===== src/rtl/axi_slave_resp_pop_ctrl_pkg.sv =====
// axi_slave_resp_pop_ctrl_pkg: shared widths, descriptor struct and R pop FSM states
package axi_slave_resp_pop_ctrl_pkg;
   localparam int DATA_W_DEF = 256;
   localparam int ID_W_DEF   = 4;
   localparam int LEN_W_DEF  = 8;
   localparam int RESP_W_DEF = 2;
   typedef enum logic {IDLE, BURST} r_pop_state_e;
   typedef struct packed {
      logic [ID_W_DEF-1:0]   id;
      logic [LEN_W_DEF-1:0]  len;
      logic [RESP_W_DEF-1:0] resp;
   } rd_desc_t;
endpackage


===== src/rtl/axi_slave_resp_pop_ctrl_b_resp_pop.sv =====
// b_resp_pop: B-channel output register fed by the write-response FIFO
module b_resp_pop #(
   parameter int ID_W   = 4,
   parameter int RESP_W = 2
) (
   input  logic              clk,
   input  logic              arst,
   input  logic              wr_resp_empty,
   input  logic [ID_W-1:0]   wr_resp_id,
   input  logic [RESP_W-1:0] wr_resp_code,
   output logic              wr_resp_pop,
   output logic [ID_W-1:0]   BID,
   output logic [RESP_W-1:0] BRESP,
   output logic              BVALID,
   input  logic              BREADY
);
   always_comb wr_resp_pop = !arst && !wr_resp_empty && (!BVALID || BREADY);
   always_ff @(posedge clk or posedge arst) begin
      if (arst) begin
         BID    <= '0;
         BRESP  <= '0;
         BVALID <= 1'b0;
      end else if (wr_resp_pop) begin
         BID    <= wr_resp_id;
         BRESP  <= wr_resp_code;
         BVALID <= 1'b1;
      end else if (BREADY) begin
         BVALID <= 1'b0;
      end
   end
endmodule


===== src/rtl/axi_slave_resp_pop_ctrl.sv =====
// axi_slave_resp_pop_ctrl: drains read descriptors/data into R bursts and write responses into B
module axi_slave_resp_pop_ctrl
   import axi_slave_resp_pop_ctrl_pkg::*;
#(
   parameter int DATA_W = DATA_W_DEF,
   parameter int ID_W   = ID_W_DEF,
   parameter int LEN_W  = LEN_W_DEF,
   parameter int RESP_W = RESP_W_DEF
) (
   input  logic              clk,
   input  logic              arst,
   input  logic              rd_desc_empty,
   input  logic [ID_W-1:0]   rd_desc_id,
   input  logic [LEN_W-1:0]  rd_desc_len,
   input  logic [RESP_W-1:0] rd_desc_resp,
   output logic              rd_desc_pop,
   input  logic              rd_data_empty,
   input  logic [DATA_W-1:0] rd_data,
   output logic              rd_data_pop,
   input  logic              wr_resp_empty,
   input  logic [ID_W-1:0]   wr_resp_id,
   input  logic [RESP_W-1:0] wr_resp_code,
   output logic              wr_resp_pop,
   output logic [ID_W-1:0]   RID,
   output logic [DATA_W-1:0] RDATA,
   output logic [RESP_W-1:0] RRESP,
   output logic              RLAST,
   output logic              RVALID,
   input  logic              RREADY,
   output logic [ID_W-1:0]   BID,
   output logic [RESP_W-1:0] BRESP,
   output logic              BVALID,
   input  logic              BREADY
);
   r_pop_state_e      state, state_n;
   logic              load, last;
   logic [LEN_W-1:0]  beat_cnt, cur_len;
   logic [ID_W-1:0]   cur_id;
   logic [RESP_W-1:0] cur_resp;

   // pops are gated by reset so nothing is consumed while the FIFOs flush
   always_comb begin
      rd_desc_pop = !arst && state == IDLE && !rd_desc_empty;
      load        = !arst && state == BURST && !rd_data_empty && (!RVALID || RREADY);
      rd_data_pop = load;
      last        = beat_cnt == cur_len;
      state_n     = rd_desc_pop ? BURST : (load && last) ? IDLE : state;
   end

   always_ff @(posedge clk or posedge arst) begin
      if (arst) begin
         state    <= IDLE;
         beat_cnt <= '0;
         cur_id   <= '0;
         cur_len  <= '0;
         cur_resp <= '0;
         RID      <= '0;
         RDATA    <= '0;
         RRESP    <= '0;
         RLAST    <= 1'b0;
         RVALID   <= 1'b0;
      end else begin
         state <= state_n;
         if (rd_desc_pop) begin
            cur_id   <= rd_desc_id;
            cur_len  <= rd_desc_len;
            cur_resp <= rd_desc_resp;
            beat_cnt <= '0;
         end
         if (load) begin
            RDATA    <= rd_data;
            RID      <= cur_id;
            RRESP    <= cur_resp;
            RVALID   <= 1'b1;
            RLAST    <= last;
            beat_cnt <= beat_cnt + 1'b1;
         end else if (RVALID && RREADY) begin
            RVALID <= 1'b0;
            RLAST  <= 1'b0;
         end
      end
   end

   b_resp_pop #(.ID_W(ID_W), .RESP_W(RESP_W)) u_b (
      .clk          (clk),
      .arst         (arst),
      .wr_resp_empty(wr_resp_empty),
      .wr_resp_id   (wr_resp_id),
      .wr_resp_code (wr_resp_code),
      .wr_resp_pop  (wr_resp_pop),
      .BID          (BID),
      .BRESP        (BRESP),
      .BVALID       (BVALID),
      .BREADY       (BREADY)
   );
endmodule


===== config.mk =====
export PLATFORM = sky130hd
export DESIGN_NAME = axi_slave_resp_pop_ctrl
export DESIGN_NICKNAME = d
export VERILOG_FILES = /design/src/rtl/axi_slave_resp_pop_ctrl_pkg.sv /design/src/rtl/axi_slave_resp_pop_ctrl_b_resp_pop.sv /design/src/rtl/axi_slave_resp_pop_ctrl.sv
export SDC_FILE = /design/constraint.sdc
export NUM_CORES = 1
export LEC_CHECK = 0
export CAP_MARGIN = 20
export CELL_PAD_IN_SITES_DETAIL_PLACEMENT = 1
export CELL_PAD_IN_SITES_GLOBAL_PLACEMENT = 2
export CORE_UTILIZATION = 24
export CTS_CLUSTER_SIZE = 10
export DETAILED_ROUTE_END_ITERATION = 8
export PLACE_DENSITY_LB_ADDON = 0.1
export SYNTH_ARGS = -nofsm -noshare
export SYNTH_HDL_FRONTEND = slang
export SYNTH_SLANG_ARGS = --single-unit

===== constraint.sdc =====
create_clock -name clk -period 14.4 [get_ports clk]
set_clock_uncertainty 0.05 [all_clocks]
set_input_delay 1.44 -clock clk [delete_from_list [all_inputs] [get_ports clk]]
set_output_delay 1.44 -clock clk [all_outputs]
set_load 0.05 [all_outputs]

# After elaboration in Yosys (flattened, before gate mapping)
# Cells that the tools add are included.
# W data, S select, Z words.
[op_classes]
n_addsub = 1
eq_ne = 1
muxes = 9
n_bitwise = 1
n_reduce_logical = 21
[op_table]
columns = ["operator", "count"]
rows = [
  ["$mux W8", 2],
  ["$logic_and A1 B1 Y1", 9],
  ["$add A8 B1 Y8 const B", 1],
  ["$eq A8 B8 Y1", 1],
  ["$reduce_bool A2 Y1", 4],
  ["$mux W1", 7],
  ["$logic_not A1 Y1", 6],
  ["$logic_or A1 B1 Y1", 2],
  ["$not A1 Y1", 1],
]
[totals]
reg_bits = 294
inputBits = 283
output_inout_bits = 274

# Depth between registers and ports, before layout
# Gate-level depths: netlist (run 1).
[depth]
depth_word = 7
depth_mapped = 7

# Hierarchy
# A second synthesis (run 1) with hierarchy kept.
[hier_totals]
hier_cells = 1250
area_unflattened_um2 = 11582.4
[modules_own_cells]
columns = ["module", "instances", "cells_per_inst", "area_per_inst_um2"]
rows = [
  ["axi_slave_resp_pop_ctrl", 1, 1231, 11273.3],
  ["b_resp_pop", 1, 19, 309.0],
]

# Worst setup path before layout (run 1)
# No wires, ideal clock.
[synth_path]
path_kind = "input to output"
startpoint = "input arst"
endpoint = "output rd_data_pop"
t_arrival_ps = 2569
t_required_ps = 12910
slack_ps = 10341
path_stages = 4
path_buffers = 1
path_cell_list = "nor3b_1 -> nand2_1 -> inv_2 -> clkbuf_1"
[synth_via]
elab_chain_len = 4
[synth_lines]
columns = ["element", "line_no", "rtl"]
rows = [
  ["start: declaration", "axi_slave_resp_pop_ctrl.sv:11", "input logic arst,"],
  ["$logic_not A1 Y1 (no line)", "--", ""],
  ["$logic_and A1 B1 Y1 (3 in a row)", "axi_slave_resp_pop_ctrl.sv:44", "load = !arst && state == BURST && !rd_data_empty && (!RVALID || RREADY);"],
  ["end: declaration", "axi_slave_resp_pop_ctrl.sv:19", "output logic rd_data_pop,"],
]
# No other way between the ends.

# Worst setup path after layout (run 1)
# Ends and elaborated chain as after synthesis.

==> results of run 1 <==
-- path summary, 6_finish.rpt --
check | to | cells past startpoint | startpoint
min reg2reg | RDATA[3] | 2 | RDATA[3]
min | RDATA[3] | 2 | RDATA[3]
max in group asynchronous | RDATA[176] | 4 | arst
max | rd_data_pop | 5 | arst
min in group asynchronous | u_b.BVALID | 2 | arst
max reg2reg | beat_cnt[6] | 6 | state
-- metrics by stage --
stage               cells  hold WS (ns)
detailed placement   2356         0.411
global route         2422         0.443
CTS                  2418         0.425
global placement     2356         0.404
floorplan            1253         0.389
finish               2422         0.420
-- sequential cells by signal, summed over array words and instances, names as in the netlist --
signal      cells
RDATA         256
state           1
RLAST           1
RRESP           2
RVALID          1
u_b.BRESP       2
RID             4
beat_cnt        8
u_b.BVALID      1
cur_resp        2
u_b.BID         4
cur_len         8
cur_id          4
-- report_power, final --
part           switching, mW  internal [mW]  leakage (nW)  total, mW
combinational           1.40          0.631          4.74       2.04
sequential             0.160           1.12          3.65       1.28
clock                  0.370          0.560         0.592      0.930
total                   1.93           2.31          8.98       4.24
-- layer usage --
layer / track usage (%) / share of wire [%]
met4: 6.83 / 3.1
met1: 21.0 / 39
met3: 8.03 / 9.5
met2: 31.5 / 49
met5: 0 / 0.11
-- placed cells by master (no fill, tap or decap), drive strengths merged, types with 2 or more instances in the layout --
master | netlist | layout
nand2 | 840 | 840
clkdlybuf4s50 | 0 | 556
dfrtp | 294 | 294
clkbuf | 31 | 59
xor2 | 8 | 8
buf | 30 | 8
o21ai | 7 | 7
mux2 | 6 | 6
nand3 | 6 | 6
inv | 5 | 5
diode | 0 | 4
clkinv | 1 | 4
a21oi | 3 | 3
or3 | 3 | 3
nand2b | 2 | 2
nor2 | 2 | 2
mux2i | 2 | 2
nor4 | 2 | 2
a21o | 2 | 2
nor3 | 2 | 2
-- worst register-to-register path: stages, from the launching register on --
cell and delay [ns]:
dfrtp_1 0.41, nor3b_1 0.19, nand2_4 0.41, buf_4 0.67, buf_4 0.97, o21ai_0 0.24, a21o_1 0.22
-- cell families after synthesis --
logic type               share of synthesized area, %
AO/OA/AOI/OAI                                   0.716
buffers and inverters                            2.57
XOR/XNOR                                        0.626
adder cells (fa/ha/maj)                         0.112
AND/OR/NAND/NOR                                  29.4
flip-flops                                       65.8
multiplexers                                    0.783
-- layout make-up --
class                      count  area (sq um)
antenna                        4          10.0
clock buffer                  59          1180
clock inverter                 3          15.0
fill                        5261         27100
inverter                       6          37.5
multi-input combinational    892          3550
sequential                   294          7360
tap                          600           751
timing repair buffer         564          5630
-- cell usage after synthesis (all sizes together) --
cell type	count	area share (%)
mux2	6	0.60
o21ai	7	0.31
nand2b	2	0.11
nand2	840	28
dfrtp	294	66
xor2	8	0.63
mux2i	2	0.18
nor3b	1	0.067
buf	30	1.3
a21oi	3	0.13
clkinv	1	0.034
clkbuf	31	1.0
nand3	6	0.27
a21o	2	0.13
ha	1	0.11
or3	3	0.22
o31ai	1	0.067
and2b	1	0.078
nor2	2	0.067
inv	5	0.17
nor4	2	0.11
or3b	1	0.10
nor3	2	0.13
and3	1	0.056
o211ai	1	0.067
==> impl_metrics.py, run 1 <==
metrics = {
    "synth": {
        "ys_seq_elements": 294,
        "yosys_warnings": 0,
        "yosysSeqAreaShare_pct": 65.8,
        "syn-instance-count": 1253,
        "ys_types": 30,
        "synth_area_per_cell_sq_um": 8.93,
        "synthesis.area_sq_um": 11200,
        "syn_nets": 1537,
    },
    "die": {
        "io_pins": 557,
        "core_area_sq_um": 45700,
        "dieHeight_um": 218,
        "dieWidth_um": 218,
        "rows": 78,
        "initial_core_util_pct": 24.5,
        "dieArea_sq_um": 47500,
    },
    "timing": {
        "fin_ws_ns": 8.46,
        "rsz0062_at_grt": "false",
        "hold_viol": 0,
        "slew_viol_final": 0,
        "relSlewSlack_pct": 29.6,
        "setup_tns_ns": 0,
        "worstMarginPinSlew_ns": 1.06,
        "max_freq_mhz": 168,
        "finalSetupViolations": 0,
        "final.min_clock_period_ns": 5.94,
        "fin_crit_sh_pct": 41.3,
    },
    "critical_path": {
        "cp_top_family": "buffers and inverters",
        "critPathMaxFanout": 116,
        "worstPathArrival_ns": 4.45,
        "required_ns": 12.91,
        "worst_setup_path_start_kind": "input port",
        "r2r_setup_slack_ns": 11.15,
        "cpMaxStageDelayCell": "clkdlybuf4s50_1",
        "setup.worst_path.end_class": "primary output",
        "crit_type": "input port to primary output",
        "crit_path_max_incr_delay_ns": 0.94,
        "crit_top_cell": "clkdlybuf4s50_1",
        "path_buf_inv": 3,
        "crit_chain": "clkdlybuf4s50_1, nor3b_1, nand2_4, inv_8, clkdlybuf4s50_1",
    },
    "clock_network": {
        "cts_tree": "built",
        "clk_latency_ns": 0.55,
        "clkTransAtPathRegs_ns": 0.05,
        "htreeDepth": 2,
        "ctsResizeCount": 0,
        "cts_root_buf": "clkbuf_16",
        "postCtsSetupRepairBufs": 0,
        "cts_buffers": 38,
        "clock_sinks": 294,
        "holdBufCountCts": 0,
        "clock_path_buffers": 3,
    },
    "routing": {
        "drc": 0,
        "detail_route.iter0.violations": 489,
        "dr_total_vias": 10200,
        "wirelength_mm": 45.1,
        "firstDrtPassIters": 4,
        "drt-vias-per-instance": 4.20,
        "wl_per_cell_um": 18.6,
        "postRouteAntennaNets": 0,
    },
    "final_layout": {
        "nets": 2080,
        "syn2layout_area_growth_pct": 65.6,
        "drive_gt1_share_pct": 4.13,
        "final_area_sq_um": 18500,
        "final_util_pct": 40.6,
    },
    "min_path": {
        "hold_path_class": "register to register",
    },
    "run_status": {
        "status": "complete, no violations",
    },
    "placed_design": {
        "globalplace.congestion": 0.786,
        "dpl_cell_area_sq_um": 17300,
        "dp_hpwl_mm": 32.1,
        "detailedPlace.worstSlack_ns": 8.35,
        "numPortBuffers": 556,
    },
    "global_routing": {
        "grt_usage_pct": 18.7,
        "overflow": 0,
        "grt_max_degree": 117,
        "grt_pass1_wl_mm": 66.9,
        "antenna_found_initial": 8,
        "grt_pass1_vias": 10700,
    },
    "power_and_ir_drop": {
        "p_leak_nw": 8.98,
        "peakVddDrop_v": 0.0000924,
        "power_density_nw_per_um2": 229,
        "total_power_mw": 4.24,
    },
    "job": {
        "max_cap_violations": 0,
    },
}
No activity file was read; power rests on OpenSTA's default activity.
==> run 2: changes to the inputs <==
CORE_ASPECT_RATIO = 1.4   (was not set)
CORE_UTILIZATION = 20   (was 24)
clock period = 4.8 ns   (was 14.4 ns; I/O delays follow)
==> run 2 against run 1 <==
Against the previous run: power increased to 3.0 times the previous value; critical path depth decreased by 1; global-route usage decreased by 2.8 points; largest cell class unchanged; largest power group unchanged; highest routed layer unchanged.
==> impl_metrics.py, run 2 (synthesized netlist as in run 1, its figures left out) <==
metrics = {
    "power_and_ir_drop": {
        "pwr-share-comb_pct": 48.6,
        "power_density_nw_per_um2": 671,
        "p_leak_nw": 8.97,
        "clkPwrFrac_pct": 20.8,
        "power_switching_mw": 5.75,
        "swShare_pct": 45.9,
        "internal_power_mw": 6.78,
        "seqPwrFrac_pct": 30.6,
        "total_power_mw": 12.5,
        "peakVddDrop_v": 0.000290,
    },
    "placed_design": {
        "dp_hpwl_mm": 33.0,
        "numPortBuffers": 556,
        "globalplace.congestion": 0.753,
        "dpl_cell_area_sq_um": 17600,
    },
    "min_path": {
        "min_from": "rd_data[49]",
        "min_to": "RDATA[49]",
        "whs_path_depth": 3,
        "hold_path_class": "input port to register",
    },
    "clock_network": {
        "ctsResizeCount": 0,
        "clkTransAtPathRegs_ns": 0.06,
        "cts_buffers": 37,
        "cts_tree": "built",
        "clk_latency_ns": 0.55,
        "cts_root_buf": "clkbuf_16",
        "htreeDepth": 2,
        "clock_sinks": 294,
        "holdBufCountCts": 0,
        "clock_path_buffers": 3,
        "postCtsSetupRepairBufs": 0,
    },
    "critical_path": {
        "setup.worst_path.end_class": "primary output",
        "r2r_setup_slack_ns": 2.18,
        "worstPathArrival_ns": 2.75,
        "crit_path_max_incr_delay_ns": 0.83,
        "required_ns": 4.27,
        "cpMaxStageDelayCell": "clkdlybuf4s50_1",
        "crit_top_cell": "clkdlybuf4s50_1",
        "ff2ff_path_depth": 6,
        "reg2reg_to": "RDATA[150]",
        "critPathMaxFanout": 19,
        "crit_chain": "clkdlybuf4s50_1, or3_2, clkinv_1, clkdlybuf4s50_1",
        "worst_setup_path_start_kind": "input port",
        "reg2reg_from": "state",
        "crit_type": "input port to primary output",
    },
    "timing": {
        "slew_viol_final": 0,
        "max_freq_mhz": 305,
        "rsz0062_at_grt": "false",
        "hold_viol": 0,
        "setup_tns_ns": 0,
        "final.min_clock_period_ns": 3.28,
        "finalSetupViolations": 0,
        "hold_slack_ns": 0.412,
        "relSlewSlack_pct": 49.9,
        "fin_crit_sh_pct": 68.4,
        "worstMarginPinSlew_ns": 0.751,
    },
    "die": {
        "dieHeight_um": 282,
        "io_pins": 557,
        "rows": 102,
        "initial_core_util_pct": 20.2,
        "dieWidth_um": 202,
        "core_area_sq_um": 55300,
        "dieArea_sq_um": 56900,
    },
    "final_layout": {
        "largest_reg_flops": 256,
        "mostFrequentLayoutCell": "nand2_1",
        "final_area_sq_um": 18700,
        "top_regs": "RDATA: 256 flops, beat_cnt: 8 flops, cur_len: 8 flops",
        "drive_gt1_share_pct": 4.12,
        "syn2layout_area_growth_pct": 67.0,
        "fill_cells": 6368,
        "largest-register": "RDATA",
        "seqCellArea_sq_um": 7360,
        "nets": 2086,
        "most-common-layout-cells": "839 x nand2_1, 555 x clkdlybuf4s50_1, 294 x dfrtp_1, 39 x clkbuf_16, 11 x clkbuf_1",
        "multi_input_area_sq_um": 3550,
    },
    "global_routing": {
        "overflow": 0,
        "grt_max_degree": 135,
        "grt_usage_pct": 15.9,
        "grt_pass1_vias": 10900,
        "antenna_found_initial": 2,
        "grt_pass1_wl_mm": 68.7,
    },
    "routing": {
        "dr_total_vias": 10200,
        "drc": 0,
        "firstDrtPassIters": 4,
        "drt-vias-per-instance": 4.01,
        "postRouteAntennaNets": 0,
        "wl_per_cell_um": 18.0,
        "detail_route.iter0.violations": 301,
        "wirelength_mm": 45.9,
    },
    "job": {
        "max_cap_violations": 0,
    },
    "run_status": {
        "status": "complete, no violations",
    },
}
==> run 2: cell count changes in the layout (fill, tap and decap cells not counted), moves of 2 or more <==
cell / change
diode_2: -3
clkbuf_8: -6
buf_12: +6
buf_4: +2
clkbuf_1: +2
clkinv_2: -2
clkbuf_16: -2
==> run 2: area by class of cell <==
| cell class | instances | area share (%) |
|---|---|---|
| sequential | 294 | 39.4 |
| antenna | 1 | 0.0134 |
| tap | 728 | 4.88 |
| clock buffer | 53 | 5.67 |
| clock inverter | 3 | 0.121 |
| multi-input combinational | 892 | 19.0 |
| timing repair buffer | 571 | 30.8 |
| inverter | 6 | 0.181 |
==> run 2: power groups by stage <==
stage	Combinational, mW	Sequential, mW	Clock, mW
after global routing	6.42	3.96	2.80
after floorplan	0.911	6.67	0
after detailed placement	6.18	3.88	0
after global placement	6.15	3.86	0
after CTS	6.19	3.85	2.73
final	6.09	3.83	2.60
==> run 2: worst max-delay path by stage <==
stage	start	endpoint	slack [ns]	cells past startpoint
2_1_floorplan	arst	RDATA[0]	0.37	1
3_3_place_gp	arst	RDATA[0]	1.40	8
3_5_place_dp	arst	RDATA[125]	1.37	7
4_1_cts	arst	rd_desc_pop	1.48	4
5_1_grt	arst	rd_desc_pop	1.42	4
6_report	arst	rd_desc_pop	1.52	4
==> run 2: critical path: cells and delay by family <==
kind	cells	cell delay, ns
buffers and inverters	3	1.51
AND/OR/NAND/NOR	1	0.75
==> run 2: per-layer routing <==
layer	vias to the layer above	track usage, %	routed length (um)
li1	4881	-	-
met1	4928	18.4	18100
met2	333	27.7	23200
met3	65	5.09	3400
met4	2	5.19	1110
met5	-	0	13
==> run 2: through the flow <==
stage,util (%),worst slack (ns),instances
after global placement,31.8,1.40,2491
after detailed placement,31.8,1.37,2491
final,33.8,1.52,2548
after floorplan,-,0.367,1253
after global routing,33.8,1.42,2548
after CTS,33.8,1.48,2547
==> RTL change (config.mk and constraints of run 2) <==
The package constant `DATA_W_DEF` goes from 256 to 384.
--- a/src/rtl/axi_slave_resp_pop_ctrl_pkg.sv
+++ b/src/rtl/axi_slave_resp_pop_ctrl_pkg.sv
@@ -1,6 +1,6 @@
 // axi_slave_resp_pop_ctrl_pkg: shared widths, descriptor struct and R pop FSM states
 package axi_slave_resp_pop_ctrl_pkg;
-   localparam int DATA_W_DEF = 256;
+   localparam int DATA_W_DEF = 384;
    localparam int ID_W_DEF   = 4;
    localparam int LEN_W_DEF  = 8;
    localparam int RESP_W_DEF = 2;
Interface: changed (resized RDATA and rd_data); port bits go from 557 to 813. No check against the original RTL was run, so the function may have changed too.
==> RTL change against run 2 <==
- design area grew 43%
- sequential power up 44%
- critical path depth is the same
- routed wire length grew 64%
- sequential cell count grew 128
- setup slack worse by 0.22 ns
- register-to-register slack barely moved
- global-route usage rose by 2.2 points
- synthesized area up 43%
- power up 46%
- via count increased by 45%
==> RTL change: results (changes against run 2) <==
Route:
- The first-iteration detailed-routing DRC count is 530 (was 301).
- The average wire length per cell after detail routing is 20.57 um (was 18.01 um).
- The via total after detailed routing is 14,770 (was 10,210).

STA:
- The portion of the clock cycle consumed by the worst path in the final layout is 0.7302 (was 0.6841).

Clock network:
- The number of buffers added by the clock tree synthesis step is 50 (was 37).

Placement:
- The final estimated routing congestion in global placement is 0.7996 (was 0.7529).
- The port buffer count is 812 (was 556).
- The cell count after placement is 3,578 (was 2,491).
- The post-placement setup slack is 1.266 ns (was 1.370 ns).

Pwr:
- The leakage component of the power is 12.80 nW (was 8.973 nW).
- The maximum ir drop on the vdd rail is 0.2809 mV (was 0.2903 mV).
- The cell area power density came to 684.1 mW/mm2 (was 670.7 mW/mm2).

Final layout:
- The final net count is 2,988 (was 2,086).
- The layout cell share with drive strength beyond 1 is 0.03314 (was 0.04123).
- Leading registers by flop count: RDATA x384, beat_cnt x8, cur_len x8 (was RDATA x256, beat_cnt x8, cur_len x8).
- The layout filler cell count is 9,115 (was 6,368).

Synthesis:
- The proportion of synthesized chip area in sequential cells is 0.6622 (was 0.6578).
- The mean post-synth cell area is 8.904 um2 (was 8.926 um2).
- The total nets after synthesis is 2,203 (was 1,537).

Global route:
- The number of global-route vias before repair was 15,780 (was 10,860).
- The number of antenna violations at the first check in global routing came to 26 (was 2).
- The total routing usage reported by global routing is 0.1813 (was 0.1589).
- The first-pass GRT wire length is 107,900 um (was 68,730 um).

Critical path:
- The critical path's largest stage delay is 0.90 ns (was 0.83 ns).
- The capture point of the worst reg-to-reg path is RDATA[25] (was RDATA[150]).
- The worst endpoint data arrival time is 2.98 ns (was 2.75 ns).
- The largest fanout on the critical path is 18 (was 19).

Min path:
- The type of the worst min-delay path was in -> async (was in -> reg).

Outcome:
- Outcome: complete, no violations (unchanged).
## RTL change: report_power, final
part	switching, mW	internal [mW]
Combinational	6.32	2.76
Clock	1.55	2.09
Sequential	0.713	4.81
Total	8.58	9.65
## RTL change: cells by family (layout without fill, tap and decap cells)
kind of cell / count (synthesis) / count (layout) / share of synthesized area
AO/OA/AOI/OAI: 13 / 13 / 0.004551
XOR/XNOR: 8 / 8 / 0.004394
adder cells (fa/ha/maj): 1 / 1 / 0.0007844
buffers and inverters: 95 / 899 / 0.02605
flip-flops: 422 / 422 / 0.6622
multiplexers: 8 / 8 / 0.005492
other: 0 / 5 / 0
AND/OR/NAND/NOR: 1244 / 1244 / 0.2966
## RTL change: cell type report
type	instances	area [um2]	area share
sequential	422	10560	0.3961
timing repair buffer	822	8278	0.3105
multi-input combinational	1274	4980	0.1868
clock buffer	70	1470	0.05515
tap	1054	1319	0.04947
inverter	6	33.78	0.001267
antenna	5	12.51	0.0004694
clock inverter	1	5.005	0.0001877
## RTL change: how the worst min path moves through the flow
stage	endpoint	slack, ns
after floorplan	RID[0]	0.39
after global placement	RDATA[203]	0.41
after detailed placement	RDATA[354]	0.41
after CTS	RVALID	0.22
after global routing	RVALID	0.27
final	RVALID	0.26
## RTL change: worst max-delay path: cells and delay by family
kind,cells,cell delay [ns]
buffers and inverters,3,1.74
and+or+nand+nor,1,0.73
## RTL change: metal layers
| layer | global-route usage | wire length, um | share of wire |
|---|---|---|---|
| met5 | 0 | 230 | 0.0031 |
| met2 | 0.3101 | 36540 | 0.49 |
| met1 | 0.1899 | 26700 | 0.36 |
| met3 | 0.09736 | 9630 | 0.13 |
| met4 | 0.05326 | 2070 | 0.028 |
